File: config.mk
export PLATFORM = sky130hd
export DESIGN_NAME = switch_output_port
export DESIGN_NICKNAME = d
export VERILOG_FILES = /design/src/rtl/switch_pkg.sv /design/src/rtl/switch_pkt_fifo.sv /design/src/rtl/switch_output_port.sv
export SDC_FILE = /design/constraint.sdc
export NUM_CORES = 1
export LEC_CHECK = 0
export BUFFER_PORTS_ARGS = -buffer_cell sky130_fd_sc_hd__buf_2
export CAP_MARGIN = 20
export CORE_ASPECT_RATIO = 1.4
export CORE_MARGIN = 3
export CORE_UTILIZATION = 60
export CTS_CLUSTER_DIAMETER = 200
export CTS_CLUSTER_SIZE = 20
export DETAILED_ROUTE_END_ITERATION = 10
export GPL_ROUTABILITY_DRIVEN = 0
export PLACE_DENSITY_LB_ADDON = 0.1
export SETUP_SLACK_MARGIN = 0.05
export SLEW_MARGIN = 20
export SYNTH_ARGS = -nofsm -noshare
export SYNTH_HDL_FRONTEND = slang
export SYNTH_HIERARCHICAL = 1
export SYNTH_SLANG_ARGS = --single-unit
File: constraint.sdc
create_clock -name clk -period 5.6 [get_ports clk]
set_clock_uncertainty 0.2 [all_clocks]
set_input_delay 0.56 -clock clk [delete_from_list [all_inputs] [get_ports clk]]
set_output_delay 0.56 -clock clk [all_outputs]
set_load 0.05 [all_outputs]
File: src/rtl/switch_pkg.sv
// switch_pkg: shared widths and types for the switch egress port
package switch_pkg;
  localparam int BYTE_W = 8;
  typedef struct packed {
    logic              last;
    logic [BYTE_W-1:0] data;
  } fifo_entry_t;
  typedef enum logic [1:0] {OUT_IDLE, OUT_READY, OUT_SEND, OUT_GAP} out_state_t;
endpackage

File: src/rtl/switch_pkt_fifo.sv
// switch_pkt_fifo: packet byte FIFO whose write pointer can rewind to the start of the open packet
module switch_pkt_fifo
  import switch_pkg::*;
#(
  parameter int DEPTH = 64
) (
  input  logic        clk,
  input  logic        rst_n,
  input  logic        push,
  input  logic        rewind,
  input  logic        pop,
  input  fifo_entry_t wdata,
  output fifo_entry_t rdata,
  output logic        full,
  output logic        empty
);
  localparam int AW = $clog2(DEPTH);
  localparam int PW = AW + 1;
  fifo_entry_t   mem_q [DEPTH];
  logic [AW:0]   wr_ptr_q, wr_ptr_d, rd_ptr_q, rd_ptr_d, start_q, start_d;
  logic          wr_en;
  assign full  = (wr_ptr_q[AW] != rd_ptr_q[AW]) && (wr_ptr_q[AW-1:0] == rd_ptr_q[AW-1:0]);
  assign empty = wr_ptr_q == rd_ptr_q;
  assign wr_en = push && !full;
  assign rdata = mem_q[rd_ptr_q[AW-1:0]];
  // start_q always marks where the packet currently being written begins
  always_comb begin
    wr_ptr_d = rewind ? start_q : wr_en ? wr_ptr_q + PW'(1) : wr_ptr_q;
    start_d  = (wr_en && wdata.last) ? wr_ptr_q + PW'(1) : start_q;
    rd_ptr_d = (pop && !empty) ? rd_ptr_q + PW'(1) : rd_ptr_q;
  end
  always_ff @(posedge clk or negedge rst_n) begin
    if (!rst_n) begin
      wr_ptr_q <= '0;
      rd_ptr_q <= '0;
      start_q  <= '0;
    end else begin
      wr_ptr_q <= wr_ptr_d;
      rd_ptr_q <= rd_ptr_d;
      start_q  <= start_d;
    end
  end
  always_ff @(posedge clk) begin
    if (wr_en) mem_q[wr_ptr_q[AW-1:0]] <= wdata;
  end
endmodule

File: src/rtl/switch_output_port.sv
// switch_output_port: buffers whole packets from the core and serialises them to the port consumer
// Optional SWITCH_OUT_STATS_EN adds saturating tx_pkt_cnt / drop_cnt outputs.
module switch_output_port
  import switch_pkg::*;
#(
  parameter int DEPTH  = 64,
  parameter int PCNT_W = 8
) (
  input  logic              clk,
  input  logic              rst_n,
  input  logic              wr_valid,
  input  logic [BYTE_W-1:0] wr_data,
  input  logic              wr_last,
  output logic              port_ready,
  input  logic              port_read,
  output logic [BYTE_W-1:0] data_out,
  output logic              sw_enable_out,
  output logic              drop_pulse
`ifdef SWITCH_OUT_STATS_EN
  ,
  output logic [15:0]       tx_pkt_cnt,
  output logic [15:0]       drop_cnt
`endif
);
  out_state_t        state_q, state_d;
  logic [PCNT_W-1:0] pkt_cnt_q, pkt_cnt_d;
  logic              dropping_q, dropping_d, drop_d, drop_pulse_q;
  logic              push, rewind, pop, inc, dec, full, empty;
  logic              port_ready_q, port_ready_d, sw_enable_q, sw_enable_d;
  logic [BYTE_W-1:0] data_q, data_d;
  fifo_entry_t       rdata;
  switch_pkt_fifo #(.DEPTH(DEPTH)) u_fifo (
    .clk   (clk),
    .rst_n (rst_n),
    .push  (push),
    .rewind(rewind),
    .pop   (pop),
    .wdata ('{last: wr_last, data: wr_data}),
    .rdata (rdata),
    .full  (full),
    .empty (empty)
  );
  // Full is judged on registered pointers, so a push while full drops even if a pop is under way
  always_comb begin
    push       = wr_valid && !dropping_q && !full;
    rewind     = wr_valid && !dropping_q && full;
    drop_d     = (rewind || dropping_q) && wr_valid && wr_last;
    dropping_d = rewind ? !wr_last : (dropping_q && !(wr_valid && wr_last));
    pop        = state_q == OUT_SEND && !empty;
    inc        = push && wr_last && pkt_cnt_q != '1;
    dec        = state_q == OUT_READY && port_read;
    pkt_cnt_d  = pkt_cnt_q + PCNT_W'(inc) - PCNT_W'(dec);
  end
  always_comb begin
    state_d = state_q;
    unique case (state_q)
      OUT_IDLE:  state_d = pkt_cnt_q != '0 ? OUT_READY : OUT_IDLE;
      OUT_READY: state_d = port_read ? OUT_SEND : OUT_READY;
      OUT_SEND:  state_d = (pop && rdata.last) ? OUT_GAP : OUT_SEND;
      OUT_GAP:   state_d = OUT_IDLE;
      default:   state_d = OUT_IDLE;
    endcase
  end
  always_comb begin
    port_ready_d = state_d == OUT_READY;
    sw_enable_d  = pop;
    data_d       = pop ? rdata.data : data_q;
  end
  always_ff @(posedge clk or negedge rst_n) begin
    if (!rst_n) begin
      state_q      <= OUT_IDLE;
      pkt_cnt_q    <= '0;
      dropping_q   <= 1'b0;
      drop_pulse_q <= 1'b0;
      port_ready_q <= 1'b0;
      sw_enable_q  <= 1'b0;
      data_q       <= '0;
    end else begin
      state_q      <= state_d;
      pkt_cnt_q    <= pkt_cnt_d;
      dropping_q   <= dropping_d;
      drop_pulse_q <= drop_d;
      port_ready_q <= port_ready_d;
      sw_enable_q  <= sw_enable_d;
      data_q       <= data_d;
    end
  end
  assign port_ready    = port_ready_q;
  assign sw_enable_out = sw_enable_q;
  assign data_out      = data_q;
  assign drop_pulse    = drop_pulse_q;
`ifdef SWITCH_OUT_STATS_EN
  logic [15:0] tx_cnt_q, drop_cnt_q;
  always_ff @(posedge clk or negedge rst_n) begin
    if (!rst_n) begin
      tx_cnt_q   <= '0;
      drop_cnt_q <= '0;
    end else begin
      tx_cnt_q   <= tx_cnt_q + 16'(pop && rdata.last && tx_cnt_q != '1);
      drop_cnt_q <= drop_cnt_q + 16'(drop_pulse_q && drop_cnt_q != '1);
    end
  end
  assign tx_pkt_cnt = tx_cnt_q;
  assign drop_cnt   = drop_cnt_q;
`endif
endmodule

# [After elaboration in Yosys (flattened, before gate mapping)]
# Memory sizes are Yosys's and may differ from the RTL's.
# Cells that the tools add are included.
[totals] register_bits=43 ram_bits=576 inputBits=13 output_inout_bits=11 word_cells=57 mem_count=1
[classes] addsub=4 n_eq_ne=8 muxes=9 n_reduce_logical=25
[mem_list] memory="u_fifo.mem_q" depth=64 word_bits=9 rd=1 rd_clocked_by_memory_dff=0 write_ports=1 line_no="switch_pkt_fifo.sv:19" source="fifo_entry_t mem_q [DEPTH];"
[op_table] operator="1-bit logical AND" n=16
[op_table] operator="7-bit by 1-bit adder with 7-bit output (second input constant)" n=2
[op_table] operator="7-bit two-way mux" n=2
[op_table] operator="8-bit by 1-bit adder with 8-bit output" n=1
[op_table] operator="8-bit != test (second input constant)" n=1
[op_table] operator="2-bit case mux with 4 select lines" n=1
[op_table] operator="8-bit nonzero test" n=1
[op_table] operator="8-bit by 1-bit subtractor with 8-bit output" n=1
[op_table] operator="7-bit equality test" n=1
[op_table] operator="6-bit equality test" n=1
[op_table] operator="1-bit logical NOT" n=5
[op_table] operator="1-bit two-way mux" n=5
[op_table] operator="2-bit by 1-bit equality test with 1-bit output (second input constant)" n=2
[op_table] operator="2-bit equality test (second input constant)" n=2
[op_table] operator="2-bit logical NOT" n=1
[op_table] operator="2-bit two-way mux" n=1
[op_table] operator="2-bit nonzero test" n=1
[op_table] operator="1-bit logical OR" n=1
[op_table] operator="1-bit != test" n=1

# [Depth between registers and ports, before layout]
[logic_depth] depth_word=8 depth_mapped=16 ltp_nobuf=15

# [Hierarchy]
# Netlist, hierarchy kept.
[modules_own_cells] module="switch_pkt_fifo" n_inst=1 cells_per_inst=1135 area_each_um2=23606.4 seq_area_each_um2=17822.1
[modules_own_cells] module="switch_output_port" n_inst=1 cells_per_inst=92 area_each_um2=1124.8 seq_area_each_um2=550.5

# [Worst setup path after synthesis]
# OpenSTA, ideal clock, no wires.
[synth_timing] kind="register to register" start="reg u_fifo.wr_ptr_q[0]" end="reg pkt_cnt_q[6]" setup_time_ns=0.128 t_arrival_ns=3.240 required_time_ns=5.272 setup_slack_ns=2.032 path_stages_with_launch=17 path_buffers=1 period_less_slack_ns=3.568 cell_sequence="dfrtp_1 clkbuf_1 xnor2_1 nand4_1 or2_2 nor2_1 nor3b_1 o211ai_1 ha_1 inv_1 ha_1 fa_1 a21oi_1 o21bai_1 a21oi_1 o21bai_1 xor2_1"
[synth_via] elab_chain_cells=8
[synth_lines] item="start: declaration" line_no="switch_pkt_fifo.sv:20" source="logic [AW:0] wr_ptr_q, wr_ptr_d, rd_ptr_q, rd_ptr_d, start_q, start_d;"
[synth_lines] item="start signal: assignment" line_no="switch_pkt_fifo.sv:38" source="wr_ptr_q <= wr_ptr_d;"
[synth_lines] item="6-bit equality test" line_no="switch_pkt_fifo.sv:22" source="assign full = (wr_ptr_q[AW] != rd_ptr_q[AW]) && (wr_ptr_q[AW-1:0] == rd_ptr_q[AW-1:0]);"
[synth_lines] item="1-bit logical AND" line_no="switch_pkt_fifo.sv:22"
[synth_lines] item="net full" line_no="switch_output_port.sv:28" source="logic push, rewind, pop, inc, dec, full, empty;"
[synth_lines] item="1-bit logical NOT" line_no="switch_output_port.sv:45" source="push = wr_valid && !dropping_q && !full;"
[synth_lines] item="1-bit logical AND" line_no="switch_output_port.sv:45"
[synth_lines] item="net push" line_no="switch_output_port.sv:28"
[synth_lines] item="1-bit logical AND (2 in series)" line_no="switch_output_port.sv:50" source="inc = push && wr_last && pkt_cnt_q != '1;"
[synth_lines] item="8-bit by 1-bit adder with 8-bit output" line_no="switch_output_port.sv:52" source="pkt_cnt_d = pkt_cnt_q + PCNT_W'(inc) - PCNT_W'(dec);"
[synth_lines] item="8-bit by 1-bit subtractor with 8-bit output" line_no="switch_output_port.sv:52"
[synth_lines] item="net pkt_cnt_d[6]" line_no="switch_output_port.sv:26" source="logic [PCNT_W-1:0] pkt_cnt_q, pkt_cnt_d;"
[synth_lines] item="end signal: assignment" line_no="switch_output_port.sv:80" source="pkt_cnt_q <= pkt_cnt_d;"
[synth_lines] item="end: declaration" line_no="switch_output_port.sv:26"
# The timed path passes the listed nets, and every way through them passes these cells.
# A chain may end at the register's enable or synchronous reset.

# [Worst setup path after layout]
[layout_timing] start="reg u_fifo.rd_ptr_q[5]" end="mem u_fifo/mem_q[42][4] in the netlist's numbering, enable pin"
[layout_via] elab_chain_cells=7
[layout_lines] item="start: declaration" line_no="switch_pkt_fifo.sv:20"
[layout_lines] item="start signal: assignment" line_no="switch_pkt_fifo.sv:39" source="rd_ptr_q <= rd_ptr_d;"
[layout_lines] item="6-bit equality test" line_no="switch_pkt_fifo.sv:22"
[layout_lines] item="1-bit logical AND" line_no="switch_pkt_fifo.sv:22"
[layout_lines] item="net full" line_no="switch_output_port.sv:28"
[layout_lines] item="1-bit logical NOT" line_no="switch_output_port.sv:45"
[layout_lines] item="1-bit logical AND" line_no="switch_output_port.sv:45"
[layout_lines] item="net push" line_no="switch_output_port.sv:28"
[layout_lines] item="1-bit logical AND" line_no="switch_pkt_fifo.sv:24" source="assign wr_en = push && !full;"
[layout_lines] item="1-bit two-way mux" line_no="switch_pkt_fifo.sv:44" source="if (wr_en) mem_q[wr_ptr_q[AW-1:0]] <= wdata;"
[layout_lines] item="1-bit two-way mux (implied by the code)" line_no="switch_pkt_fifo.sv:44"
[layout_lines] item="end: declaration" line_no="switch_pkt_fifo.sv:19"
# The timed path passes the listed nets, and every way through them passes these cells.

==> results.ini <==
[outcome]
outcome=completed

[sta]
max_slew_margin_pct=32.2
setup_viol=0
holdWs_ps=24.4
hold_violations=0
rsz0062_at_grt=no
fmax_mhz=216
tightest_slew_ps=1010
finalCritPeriodShare_pct=82.7
fin_tns_setup_ps=0
finalCriticalPeriod_ps=4630
drv_slew=0

[finish]
seqCellArea_sq_mm=0.0184
final_area_sq_mm=0.0265
n_fill_cell=2759
multi_input_area_sq_mm=0.00598
layout_common_cells=edfxtp_1 (576), mux4_2 (138), nor2_1 (77)
final_common_cell=edfxtp_1
drive_above_1_share_pct=22.7
diodes=0
syn_to_final_growth_pct=7.23
nNetsFinal=1291

[worst_setup_path]
critPathBufInv=1
cp-start-kind=flip-flop
crit_arrival_ps=4610
cp_common_cell=nor2_1
crit_family=simple AND/OR/NAND/NOR gates
critPathSlowestCell=nor2_1
worstPathMaxFanout=15
required_ps=5580
end_kind=flip-flop
max_stage_delay_ps=940
crit_type=reg2reg
cp.depth=9
cp_cell_sequence=xnor2_1, nand4_1, or2_2, nor2_1, nor3b_1, buf_4, o31a_1, nand4bb_1, nor2_1
worstRegToRegCells=9

[die]
start_util_pct=61.1
fp.dieArea_sq_mm=0.0437
io_pins=24
fp.dieH_um=246
die_x_um=178
num_rows=87
core_area_sq_mm=0.0405

[grt]
grt_pass1_vias=11999
overflow=0
grt_start_max_net_pins=91
grt_pass1_wl_um=80700
antenna_found_initial=0
gr-usage-all-layers_pct=25.4

[cts]
cts_tree=done
root_buffer=clkbuf_16
h-tree-depth=2
cts_max_path_buffers=3
numCtsBuffers=36
cts_sinks=619
cts.clk_slew.worst_paths_ps=80
insertion_delay_ps=560
cts.repair.resized=0

[pwr]
pwr-share-seq_pct=46.3
p_clk_share_pct=22.0
power.switching_w=0.00375
internal_power_w=0.00820
cellPowerDensity_mw_per_mm2=451
ir_drop_mv=0.329
combPwrFrac_pct=31.7
p_total_w=0.0119
cellLeakagePower_nw=8.38
switching_share_pct=31.3

[synth]
seq_area_frac_synth_pct=74.3
yosysWarnings=6
synth_edf_count=576
syn_inst=1227
ys_async_sr_fraction_pct=6.95
avgSynthCellArea_sq_um=20.2
ys_seq_elements=619
synth_ff_type=edfxtp_1
netlist-cell-type-count=61
synth.cell_area_sq_mm=0.0247
syn_nets=1257

[drt]
dr.first_iter.drc_count=1351
routed_wl_um=53600
viasPerCell=6.58
wl_per_cell_um=29.6
final_antenna_net_count=0
first_pass_iters=5
drc=0
vias=11896

[place]
placement.io_buffers=23
dp.final_hpwl_um=32300
post_dp_cell_area_sq_mm=0.0255

[run]
drv_cap=0

[hold_path]
hp-class=in2reg
holdPathStages=2

worst register-to-register path: stages (launching register included):
cell	delay (ps)
dfrtp_1	700
xnor2_1	180
nand4_1	330
or2_2	190
nor2_1	70
nor3b_1	220
buf_4	180
o31a_1	460
nand4bb_1	790
nor2_1	950
power by group through the flow:
stage	sequential (W)	clock [W]	combinational, W
global route	0.00557	0.00286	0.00403
CTS	0.00553	0.00268	0.00383
floorplan	0.00566	0	0.00266
global placement	0.00563	0	0.00378
detailed placement	0.00564	0	0.00381
finish	0.00554	0.00263	0.00379
layout make-up:
cell class                      instances  area share (%)
Multi-Input combinational cell        529            22.6
Sequential cell                       619            69.3
Clock buffer                           51            3.77
Tap cell                              534            2.52
Clock inverter                          1          0.0613
Timing Repair Buffer                   62            1.59
Inverter                               13           0.184
synth_stat cells, types with 3 or more instances:
cell,instances,area share [%]
a31oi_1,3,0.076
nor2_1,77,1.2
o211ai_1,7,0.21
nand2_1,33,0.50
dfrtp_1,43,4.4
or3b_2,3,0.11
xor2_1,14,0.50
nor3_1,4,0.081
o221ai_1,12,0.42
mux4_2,138,13
a21oi_1,17,0.34
nand4_1,4,0.10
o31a_1,3,0.11
nand2b_1,8,0.20
nand3_1,6,0.12
buf_6,5,0.23
clkbuf_1,25,0.38
o22ai_1,9,0.23
and3_1,9,0.23
nor2b_1,3,0.076
mux2i_1,36,1.5
nand4b_1,3,0.11
o311ai_0,3,0.11
buf_2,21,0.42
a21o_1,7,0.21
mux2_2,32,1.5
o21ai_0,9,0.18
inv_1,13,0.20
nand3b_1,8,0.24
o221a_2,6,0.27
xnor2_1,16,0.57
a221o_1,6,0.24
buf_4,7,0.21
buf_1,8,0.12
ha_1,16,0.81
mux2_1,8,0.36
edfxtp_1,576,70
cell families (layout without fill, tap and decap cells):
family	Yosys count	count (layout)	synth area share [%]
and+or+nand+nor	168	168	3.28
AOI/OAI and AO/OA	100	100	3.07
xor gates and xnor gates	30	30	1.06
buffers and inverters	79	127	1.56
DFF	619	619	74.3
adders and majority gates	17	17	0.890
muxes	214	214	15.8
through the flow:
stage	util [%]	std cells	setup slack, ps
final	65.5	1809	968
after global routing	65.5	1809	743
after CTS	65.5	1809	1140
after detailed placement	63.0	1756	1160
after global placement	63.0	1756	1230
after floorplan	-	1227	2030
flip-flops by register name, indices dropped and copies added (netlist names):
signal,cells
state_q,2
u_fifo/mem_q,576
dropping_q,1
port_ready,1
drop_pulse,1
data_out,8
u_fifo/wr_ptr_q,7
u_fifo/start_q,7
u_fifo/rd_ptr_q,7
pkt_cnt_q,8
sw_enable_out,1
timing repair:
item,CTS,global route
endpoints found under the hold margin,7,0
setup buffers,0,0
hold buffers,1,0
layer usage:
metal  wire (um)  GRT usage [%]  vias up
met3        3230           3.21       85
met5           0              0        -
met2       27200           42.0      432
met1       21400           36.1     6323
met4        1790           7.81        0
li1            -              -     5056
worst paths after layout:
path	start	slack, ps	to
max reg2reg	u_fifo/rd_ptr_q[5]$_DFFE_PN0P_	970	u_fifo/mem_q[42][4]$_DFFE_PP_
min reg2reg	data_out[2]$_DFFE_PN0P_	280	data_out[2]$_DFFE_PN0P_
min	wr_valid	20	dropping_q$_DFF_PN0_
max in group asynchronous	rst_n	3950	u_fifo/rd_ptr_q[1]$_DFFE_PN0P_
min in group asynchronous	rst_n	510	data_out[4]$_DFFE_PN0P_
max	u_fifo/rd_ptr_q[5]$_DFFE_PN0P_	970	u_fifo/mem_q[42][4]$_DFFE_PP_
Note: power is estimated with default switching activity, not from simulation.
